`config.mk`:
```
export PLATFORM = sky130hd
export DESIGN_NAME = qam16_encode_flat
export DESIGN_NICKNAME = d
export VERILOG_FILES = /design/src/rtl/qam16_encode_if.sv /design/src/rtl/qam16_encode.sv /design/src/flat_wrapper.sv
export SDC_FILE = /design/constraint.sdc
export NUM_CORES = 1
export LEC_CHECK = 0
export ABC_AREA = 1
export CAP_MARGIN = 20
export CORE_MARGIN = 5
export CORE_UTILIZATION = 59
export CTS_CLUSTER_DIAMETER = 200
export DETAILED_ROUTE_END_ITERATION = 8
export DONT_BUFFER_PORTS = 1
export HOLD_SLACK_MARGIN = 0.08
export PLACE_DENSITY = 0.74
export RECOVER_POWER = 50
export SYNTH_ARGS = -nofsm -noshare
export SYNTH_HDL_FRONTEND = slang
export SYNTH_SLANG_ARGS = --single-unit
```
`constraint.sdc`:
```
create_clock -name clk -period 1.9 [get_ports clk]
set_clock_uncertainty 0.15 [all_clocks]
set_input_delay 0.38 -clock clk [delete_from_list [all_inputs] [get_ports clk]]
set_output_delay 0.38 -clock clk [all_outputs]
set_load 0.01 [all_outputs]
```
`src/rtl/qam16_encode_if.sv`:
```
`timescale 1ns/1ps
`default_nettype none
// ============================================================================
// Module      : qam16_encode_if
// Description : Serial bit handshake and I/Q symbol bundle for qam16_encode.
// Revision    : 1.0 - initial release
// ============================================================================
interface qam16_encode_if #(
  parameter int OUT_WIDTH = 3
);
  logic                 bit_in;
  logic                 bit_valid;
  logic                 bit_ready;
  logic [OUT_WIDTH-1:0] inphase;
  logic [OUT_WIDTH-1:0] quad;
  logic                 iq_valid;
  logic [3:0]           symbol;
  logic                 sym_start;

  // master = encoder, slave = bit source / symbol sink
  modport master (
    input  bit_in, bit_valid,
    output bit_ready, inphase, quad, iq_valid, symbol, sym_start
  );
  modport slave (
    output bit_in, bit_valid,
    input  bit_ready, inphase, quad, iq_valid, symbol, sym_start
  );
endinterface
`default_nettype wire

```
`src/rtl/qam16_encode.sv`:
```
`timescale 1ns/1ps
`default_nettype none
// ============================================================================
// Module      : qam16_encode
// Description : 16-QAM mapper; packs serial bits MSB first into Gray-coded
//               I/Q levels, each symbol held for SYMBOL_PERIOD clocks.
// Revision    : 1.0 - initial release
// ============================================================================
module qam16_encode #(
  parameter int OUT_WIDTH     = 3,
  parameter int SYMBOL_PERIOD = 4
) (
  input  wire logic      clk,
  input  wire logic      rst_n,
  qam16_encode_if.master bus
);

  localparam int              c_PER_W    = (SYMBOL_PERIOD > 1) ? $clog2(SYMBOL_PERIOD) : 1;
  localparam logic [c_PER_W-1:0] c_PER_LAST = c_PER_W'(SYMBOL_PERIOD - 1);

  typedef enum logic {
    S_IDLE = 1'b0,
    S_SEND = 1'b1
  } state_t;

  state_t               r_state;
  logic [1:0]           r_bit_cnt;
  logic [2:0]           r_sr;
  logic [3:0]           r_pend;
  logic                 r_pend_full;
  logic [c_PER_W-1:0]   r_per_cnt;
  logic [OUT_WIDTH-1:0] r_inphase;
  logic [OUT_WIDTH-1:0] r_quad;
  logic [3:0]           r_symbol;
  logic                 r_iq_valid;
  logic                 r_sym_start;

  logic w_ready;
  logic w_accept;
  logic w_load;

  // Ready only blocks the 4th bit while the previous symbol is still pending,
  // so pend is never written and consumed on the same edge.
  assign w_ready  = !(r_pend_full && (r_bit_cnt == 2'd3));
  assign w_accept = bus.bit_valid && w_ready;
  assign w_load   = r_pend_full && ((r_state == S_IDLE) || (r_per_cnt == c_PER_LAST));

  function automatic logic [OUT_WIDTH-1:0] f_map(input logic [1:0] i_f);
    logic signed [2:0]           w_lvl;
    logic signed [OUT_WIDTH-1:0] w_ext;
    case (i_f)
      2'b00:   w_lvl = 3'sb101;
      2'b01:   w_lvl = 3'sb111;
      2'b11:   w_lvl = 3'sb001;
      default: w_lvl = 3'sb011;
    endcase
    w_ext = OUT_WIDTH'(w_lvl);
    return w_ext;
  endfunction

  always_ff @(posedge clk or negedge rst_n) begin
    if (!rst_n) begin
      r_bit_cnt   <= 2'd0;
      r_sr        <= 3'd0;
      r_pend      <= 4'd0;
      r_pend_full <= 1'b0;
    end else begin
      if (w_load) begin
        r_pend_full <= 1'b0;
      end
      if (w_accept) begin
        if (r_bit_cnt == 2'd3) begin
          r_pend      <= {r_sr, bus.bit_in};
          r_pend_full <= 1'b1;
        end
        r_sr      <= {r_sr[1:0], bus.bit_in};
        r_bit_cnt <= r_bit_cnt + 2'd1;
      end
    end
  end

  always_ff @(posedge clk or negedge rst_n) begin
    if (!rst_n) begin
      r_state     <= S_IDLE;
      r_per_cnt   <= '0;
      r_inphase   <= '0;
      r_quad      <= '0;
      r_symbol    <= 4'd0;
      r_iq_valid  <= 1'b0;
      r_sym_start <= 1'b0;
    end else begin
      case (r_state)
        S_IDLE: begin
          if (r_pend_full) begin
            r_state     <= S_SEND;
            r_per_cnt   <= '0;
            r_symbol    <= r_pend;
            r_inphase   <= f_map(r_pend[3:2]);
            r_quad      <= f_map(r_pend[1:0]);
            r_iq_valid  <= 1'b1;
            r_sym_start <= 1'b1;
          end else begin
            r_sym_start <= 1'b0;
          end
        end
        default: begin
          if (r_per_cnt != c_PER_LAST) begin
            r_per_cnt   <= r_per_cnt + c_PER_W'(1);
            r_sym_start <= 1'b0;
          end else if (r_pend_full) begin
            r_per_cnt   <= '0;
            r_symbol    <= r_pend;
            r_inphase   <= f_map(r_pend[3:2]);
            r_quad      <= f_map(r_pend[1:0]);
            r_iq_valid  <= 1'b1;
            r_sym_start <= 1'b1;
          end else begin
            r_state     <= S_IDLE;
            r_per_cnt   <= '0;
            r_inphase   <= '0;
            r_quad      <= '0;
            r_symbol    <= 4'd0;
            r_iq_valid  <= 1'b0;
            r_sym_start <= 1'b0;
          end
        end
      endcase
    end
  end

  assign bus.bit_ready = w_ready;
  assign bus.inphase   = r_inphase;
  assign bus.quad      = r_quad;
  assign bus.iq_valid  = r_iq_valid;
  assign bus.symbol    = r_symbol;
  assign bus.sym_start = r_sym_start;

endmodule
`default_nettype wire

```
`src/flat_wrapper.sv`:
```
// flat-port wrapper written by rule: the top's interface ports become plain ports
module qam16_encode_flat 
#(
  parameter int OUT_WIDTH     = 3,
  parameter int SYMBOL_PERIOD = 4
)
  (clk, rst_n, bus_bit_in, bus_bit_valid, bus_bit_ready, bus_inphase, bus_quad, bus_iq_valid, bus_symbol, bus_sym_start);
  qam16_encode_if #(.OUT_WIDTH(OUT_WIDTH)) bus_i ();
  input  wire logic clk;
  input  wire logic rst_n;
  input wire logic [$bits(bus_i.bit_in)-1:0] bus_bit_in;
  input wire logic [$bits(bus_i.bit_valid)-1:0] bus_bit_valid;
  output wire logic [$bits(bus_i.bit_ready)-1:0] bus_bit_ready;
  output wire logic [$bits(bus_i.inphase)-1:0] bus_inphase;
  output wire logic [$bits(bus_i.quad)-1:0] bus_quad;
  output wire logic [$bits(bus_i.iq_valid)-1:0] bus_iq_valid;
  output wire logic [$bits(bus_i.symbol)-1:0] bus_symbol;
  output wire logic [$bits(bus_i.sym_start)-1:0] bus_sym_start;
  assign bus_i.bit_in = bus_bit_in;
  assign bus_i.bit_valid = bus_bit_valid;
  assign bus_bit_ready = bus_i.bit_ready;
  assign bus_inphase = bus_i.inphase;
  assign bus_quad = bus_i.quad;
  assign bus_iq_valid = bus_i.iq_valid;
  assign bus_symbol = bus_i.symbol;
  assign bus_sym_start = bus_i.sym_start;
  qam16_encode #(.OUT_WIDTH(OUT_WIDTH), .SYMBOL_PERIOD(SYMBOL_PERIOD)) u_core (.clk(clk), .rst_n(rst_n), .bus(bus_i));
endmodule
```
==> run metrics, run 1 <==
global-route wire length before repair=about 2.7 mm; GRT Total Usage=about 14%; CP Class=flop to primary output; Pins Over Slew Limit=0; # rows=14; RSZ-0062 raised after global routing=no; type of origin of the critical path=flop; maximum fanout along the worst path=7; Critical Path AT=between 1 and 1.5 ns; R2R Path Start=u_core.r_bit_cnt[0]$_DFFE_PN0N_; antenna diode count=0; CTS tree=built; R2R depth=5; layout cells sized above 1=6.25%; via count=between 600 and 700; via/cell ratio=about 5.2; EDFF count, synth=0; FFs w/ async S/R, synth=100%; detailed-router iteration count before antenna repair=2; Top-Level Pins=17; initial antenna violation count=0; pre-CTS setup slack=0.398 ns; cts bufs inserted=3; Detailed Route WL=1.69 mm; post-route cell area=1050 µm²; post-CTS sizing=0; Seq cells post-synth=23; Gate Count Post-Synth=about 110; setup TNS=0 ns; P&R area growth vs syn=6.05%; Worst-path clk slew=between 0.1 and 0.15 ns; synthesized area per cell=9.20 µm²; number of global-route vias before repair=around 620; # H-tree levels=1; placed cell areas=between 900 and 1000 µm²; DIE AREA=2600 µm²; Final Critical Period=approximately 1.7 ns; Die Width=51.0 µm; Setup Viol. Count Final=0; grt total ovfl=0; final setup margin=between 0.15 and 0.2 ns; sequential area share after synthesis=57.9%; WL/cell=roughly 13 µm; CTS Buffer Depth=2; clk sink count=23; Tcrit/Tclk final=about 91%; prevailing post-synth register cell=dfrtp_1; Die Span Y=around 51 µm; Final HPWL DP=about 1.2 mm; Yosys top cell area share=between 50 and 60%; Final Hold Vio Count=0; VDD IR max=roughly 1.0 mV; largest area contributor in the netlist=dfrtp_1; outcome=finished clean; CP Data Required Time=1.37 ns; RD Place Congestion=just over 0.8; syn_nets=approximately 120; DRT iter0 DRCs=5; Worst R2R End=u_core.r_pend[1]$_DFFE_PN0P_; root buffer cell=clkbuf_4; nets=about 120; Reg2Reg Setup Slack=approximately 0.38 ns; Max Cap Violations=0; Unique masters post-synth=14; largest net degree at the start of global routing=24; IO Port Bufs=0; top-count cell post-synth=nand2_1; synth top area cells=dfrtp_1 (58%), nand2_1 (17%), ha_1 (6.3%); Design Power=1.64 mW; antenna-violating nets left=0; synth warn=0; Skew-Pair Late Insertion Delay=a little over 0.3 ns; Post-synth top cells=nand2_1 (46), dfrtp_1 (23), inv_1 (11); relative slew slack=approximately two fifths; Post-Syn Area=993 µm²; pwr dens=between 1500 and 2000 nW/µm²; CP Capture Type=primary output; Worst Tran Pin Value=between 0.9 and 1 ns; Hold Slack=between 0.1 and 0.15 ns; worst hold path type=input port to async pin; Initial Utilization=between 60% and 70%; core footprint=1560 µm²; fmax=approximately 580 MHz; Lkg Pwr=~0.59 nW; post-CTS setup buffers=0; DRC=0
through the flow:
step	cells	util (%)
after floorplan	108	-
after global placement	121	63.7
after detailed placement	121	63.7
after CTS	127	66.8
after global routing	128	67.6
final	128	67.6
state kept, by name, summed over array words and instances (netlist names):
name and cells:
u_core.r_state 1, u_core.bus.quad 3, u_core.r_pend 4, u_core.r_sr 3
u_core.bus.inphase 2, u_core.r_bit_cnt 2, u_core.r_pend_full 1, u_core.bus.symbol 4
u_core.bus.sym_start 1, u_core.r_per_cnt 2
layout make-up:
cell class | instances | area [µm²]
sequential | 23 | 576
inverter | 11 | 41.3
tap | 16 | 20.0
clock buffer | 3 | 22.5
timing repair buffer | 3 | 32.5
clock inverter | 1 | 5.00
fill | 131 | 505
multi-input combinational | 71 | 357
power breakdown:
group | internal, mW | total [mW] | switching, mW | leakage [nW]
Combinational | 0.198 | 0.520 | 0.321 | 0.273
Sequential | 0.685 | 0.897 | 0.212 | 0.296
Clock | 0.0787 | 0.222 | 0.143 | 0.0177
Total | 0.962 | 1.64 | 0.676 | 0.587
cells in the final DEF (no fill, tap or decap), types with 2 or more instances in the layout:
cell type / synthesis / final
nor2_1: 3 / 3
inv_1: 11 / 11
clkbuf_4: 0 / 3
ha_1: 5 / 5
nand2_1: 46 / 46
o21ai_0: 7 / 7
dfrtp_1: 23 / 23
nand3_1: 5 / 5
dlygate4sd3_1: 0 / 2
routing by layer:
layer,GRT usage [%],wire [µm]
met4,7.17,58
met2,24.2,847
met1,16.9,695
met3,3.20,93
met5,0,0
critical path: stages, from the launching register on:
cell and delay (ns):
dfrtp_1 0.42, ha_1 0.30, nand2_1 0.17
worst max path at each step:
stage	startpoint	to	cells past startpoint
global route	rst_n	u_core.bus.symbol[1]$_DFFE_PN0P_	2
floorplan	u_core.r_bit_cnt[0]$_DFFE_PN0N_	u_core.r_pend[0]$_DFFE_PN0P_	6
CTS	u_core.r_bit_cnt[0]$_DFFE_PN0N_	bus_bit_ready	2
detailed placement	u_core.r_bit_cnt[0]$_DFFE_PN0N_	u_core.r_pend[1]$_DFFE_PN0P_	5
finish	u_core.r_bit_cnt[0]$_DFFE_PN0N_	bus_bit_ready	2
global placement	u_core.r_bit_cnt[0]$_DFFE_PN0N_	u_core.r_pend[0]$_DFFE_PN0P_	5
cell families after synthesis:
logic type	count (synthesis)	synth area share (%)
flops	23	57.9
buf+inv	14	6.17
xor+xnor	2	1.76
compound gates	9	6.17
fa+ha+maj	5	6.30
simple gates	55	21.7
what timing repair did:
action                                  in CTS  in global routing
hold endpoints to repair                    25                  0
hold buffers                                 2                  0
endpoints found under the setup margin       0                  0
Power figures use the tool's default switching activity.
==> inputs of run 2 (changes only) <==
--- a/config.mk
+++ b/config.mk
@@ -9,7 +9,7 @@
 export CAP_MARGIN = 20
 export CORE_MARGIN = 5
 export CORE_UTILIZATION = 59
-export CTS_CLUSTER_DIAMETER = 200
+export CTS_CLUSTER_DIAMETER = 100
 export DETAILED_ROUTE_END_ITERATION = 8
 export DONT_BUFFER_PORTS = 1
 export HOLD_SLACK_MARGIN = 0.08
==> results of run 2 <==
Final layout, timing and power as in run 1 (identical DEF).
==> inputs of run 3 (changes only) <==
--- a/config.mk
+++ b/config.mk
@@ -9,12 +9,12 @@
 export CAP_MARGIN = 20
 export CORE_MARGIN = 5
 export CORE_UTILIZATION = 59
+export CTS_BUF_LIST = sky130_fd_sc_hd__clkbuf_16
 export CTS_CLUSTER_DIAMETER = 100
 export DETAILED_ROUTE_END_ITERATION = 8
 export DONT_BUFFER_PORTS = 1
 export HOLD_SLACK_MARGIN = 0.08
 export PLACE_DENSITY = 0.74
-export RECOVER_POWER = 50
 export SYNTH_ARGS = -nofsm -noshare
 export SYNTH_HDL_FRONTEND = slang
 export SYNTH_SLANG_ARGS = --single-unit
==> constraint.sdc (replaced) <==
create_clock -name clk -period 1.89 [get_ports clk]
set_clock_uncertainty 0.15 [all_clocks]
set_input_delay 0.378 -clock clk [delete_from_list [all_inputs] [get_ports clk]]
set_output_delay 0.378 -clock clk [all_outputs]
set_load 0.01 [all_outputs]
==> run 3 against run 2 <==
Against the previous run: global-route usage is 1.7 points higher; utilization rose by 2.6 points; first-iteration DRC count unchanged; clock power grew 99%; register-to-register slack about the same; power up 14%; die area stayed put; cell count decreased by 0.78%; critical path depth did not move; non-clock buffer count fell by 1; highest routed layer unchanged.
==> run metrics, run 3 (synthesis gave the netlist of run 1 again) <==
grt total ovfl=0 (unchanged); DIE AREA=2600 µm² (unchanged); DRC=0 (unchanged); metal2 WL=828 µm (-2.2%); top routing layer in use=met4; Net Sw Frac=37.2% (-4.0 points); VDD IR max=0.942 mV (-9.7%); Skew-Pair Late Insertion Delay=0.25 ns (-0.06 ns); type of origin of the critical path=flop; Top-Level Pins=17 (unchanged); hold_buf cts=1 (-1); pwr dens=1710 nW/µm² (+9.8%); Finished Core Util=70.2% (+2.6 points); delay-heaviest family, CP=flip-flops; met3 wire length=106 µm (+14%); initial antenna violation count=0 (unchanged); Setup Viol. Count Final=0 (unchanged); final setup margin=0.251 ns (+0.0800 ns); Comb pwr share=27.9% (-3.8 points); maximum fanout along the worst path=7 (unchanged); Die Span Y=51.0 µm (unchanged); number of global-route vias before repair=665 (+7.1%); slowest library cell on the worst path=dfrtp_1; Worst-path clk slew=0.06 ns (-0.06 ns); Initial Utilization=63.7% (unchanged); CP Capture Type=primary output; global-route wire length before repair=2.98 mm (+10%); layout cells sized above 1=7.21% (+0.96 points); Clock power frac=23.6% (+10 points); Worst Setup SP=u_core.r_bit_cnt[0]$_DFFE_PN0N_; Die Width=51.0 µm (unchanged); DRT iter0 DRCs=5 (unchanged); Design Power=1.87 mW (+14%); Final HPWL DP=1.23 mm (unchanged); Lkg Pwr=0.599 nW (+2.0%); clk sink count=23 (unchanged); hold_sp=bus_bit_in; setup TNS=0 ns (unchanged); # H-tree levels=1 (unchanged); relative slew slack=72.8% (+34 points); Final Hold Vio Count=0 (unchanged); R2R Path Start=u_core.r_per_cnt[0]$_DFFE_PN0P_; RSZ-0062 raised after global routing=no; Max Cap Violations=0 (unchanged); Final Critical Period=roughly 1.6 ns; Filler Cells Inserted=118 (-9.9%); IO Port Bufs=0 (unchanged); Worst Tran Pin Value=0.406 ns (-0.517 ns); commonest non-fill, non-tap cell in the layout=nand2_1; antenna-violating nets left=0 (unchanged); met1 WL=752 µm (+8.2%); via count=667 (-0.30%); CP Cell Sequence=ha_1 -> nand2_1; CP Class=flop to primary output; share of power burned in registers=48.5% (-6.2 points); P_int=1.17 mW (+22%); sw power=0.696 mW (+2.9%); RD Place Congestion=0.813 (unchanged); CTS Buffer Depth=2 (unchanged); CTS tree=built; Detailed Route WL=1.73 mm (+2.1%); core footprint=1560 µm² (unchanged); pre-CTS setup slack=0.388 ns (-0.0100 ns); via/cell ratio=5.25 (+0.49%); post-CTS sizing=0 (unchanged); root buffer cell=clkbuf_16; largest net degree at the start of global routing=24 (unchanged); post-CTS setup buffers=0 (unchanged); Critical Path AT=1.11 ns (-0.09 ns); most frequent cells in the layout=nand2_1 (46), dfrtp_1 (23), inv_1 (11); Worst path max stage delay=0.39 ns (-0.03 ns); cts bufs inserted=3 (unchanged); WL/cell=13.6 µm (+2.9%); detailed-router iteration count before antenna repair=4 (+2); antenna diode count=0 (unchanged); worst hold path type=input port to flop; Pins Over Slew Limit=0 (unchanged); outcome=finished clean; GRT Total Usage=16.0% (+1.7 points); nets=121 (-0.82%); # rows=14 (unchanged); CP Data Required Time=1.36 ns (about the same); CP Buf/Inv Count=0 (unchanged); P&R area growth vs syn=10.2%; Tcrit/Tclk final=between 80% and 90%; fmax=around 610 MHz
-- run 3: stage by stage --
stage | cell area, µm² | cells | hold slack (ns)
floorplan | 993 | 108 | -0.0676
global placement | 993 | 121 | -0.0670
detailed placement | 993 | 121 | -0.0671
CTS | 1080 | 126 | 0.107
global route | 1090 | 127 | 0.124
finish | 1090 | 127 | 0.111
-- run 3: area by class of cell --
cell class	instances	area (µm²)	share of cell area [%]
flip-flops and latches	23	576	52.6
clock inverters	1	5.00	0.457
multi-input cells	71	357	32.6
clock buffers	3	75.1	6.86
well taps	16	20.0	1.83
repair buffers	2	21.3	1.94
inverters	11	41.3	3.77
-- run 3: per-layer routing --
metal | GRT usage [%] | vias to the layer above
met5 | 0 | -
met4 | 9.87 | 0
met3 | 4.36 | 5
met2 | 26.4 | 18
met1 | 18.4 | 307
li1 | - | 337
-- run 3: worst reg2reg max path, stage by stage, from the launching register on --
cell and delay (ns):
dfrtp_1 0.41, ha_1 0.22, inv_1 0.05, nand2_1 0.13, nand2_1 0.18, inv_1 0.12
nand2_1 0.09, nand2_1 0.05
-- run 3: path summary, 6_finish.rpt --
check / end / slack, ns / cells after the start
worst max-delay path: bus_bit_ready / 0.25 / 2
worst min-delay path: u_core.r_sr[0]$_DFFE_PN0N_ / 0.11 / 2
worst max register to register: u_core.bus.quad[1]$_DFFE_PN0P_ / 0.38 / 7
worst min register to register: u_core.r_sr[2]$_DFFE_PN0N_ / 0.33 / 2
max in group asynchronous: u_core.r_pend[3]$_DFFE_PN0P_ / 0.79 / 2
min in group asynchronous: u_core.r_per_cnt[0]$_DFFE_PN0P_ / 0.34 / 1
-- run 3: power by group through the flow --
stage / logic (mW) / clock network (mW) / registers (mW)
floorplan: 0.445 / 0 / 0.857
global placement: 0.483 / 0 / 0.901
detailed placement: 0.507 / 0 / 0.915
CTS: 0.528 / 0.447 / 0.910
global route: 0.618 / 0.473 / 0.935
finish: 0.521 / 0.441 / 0.907
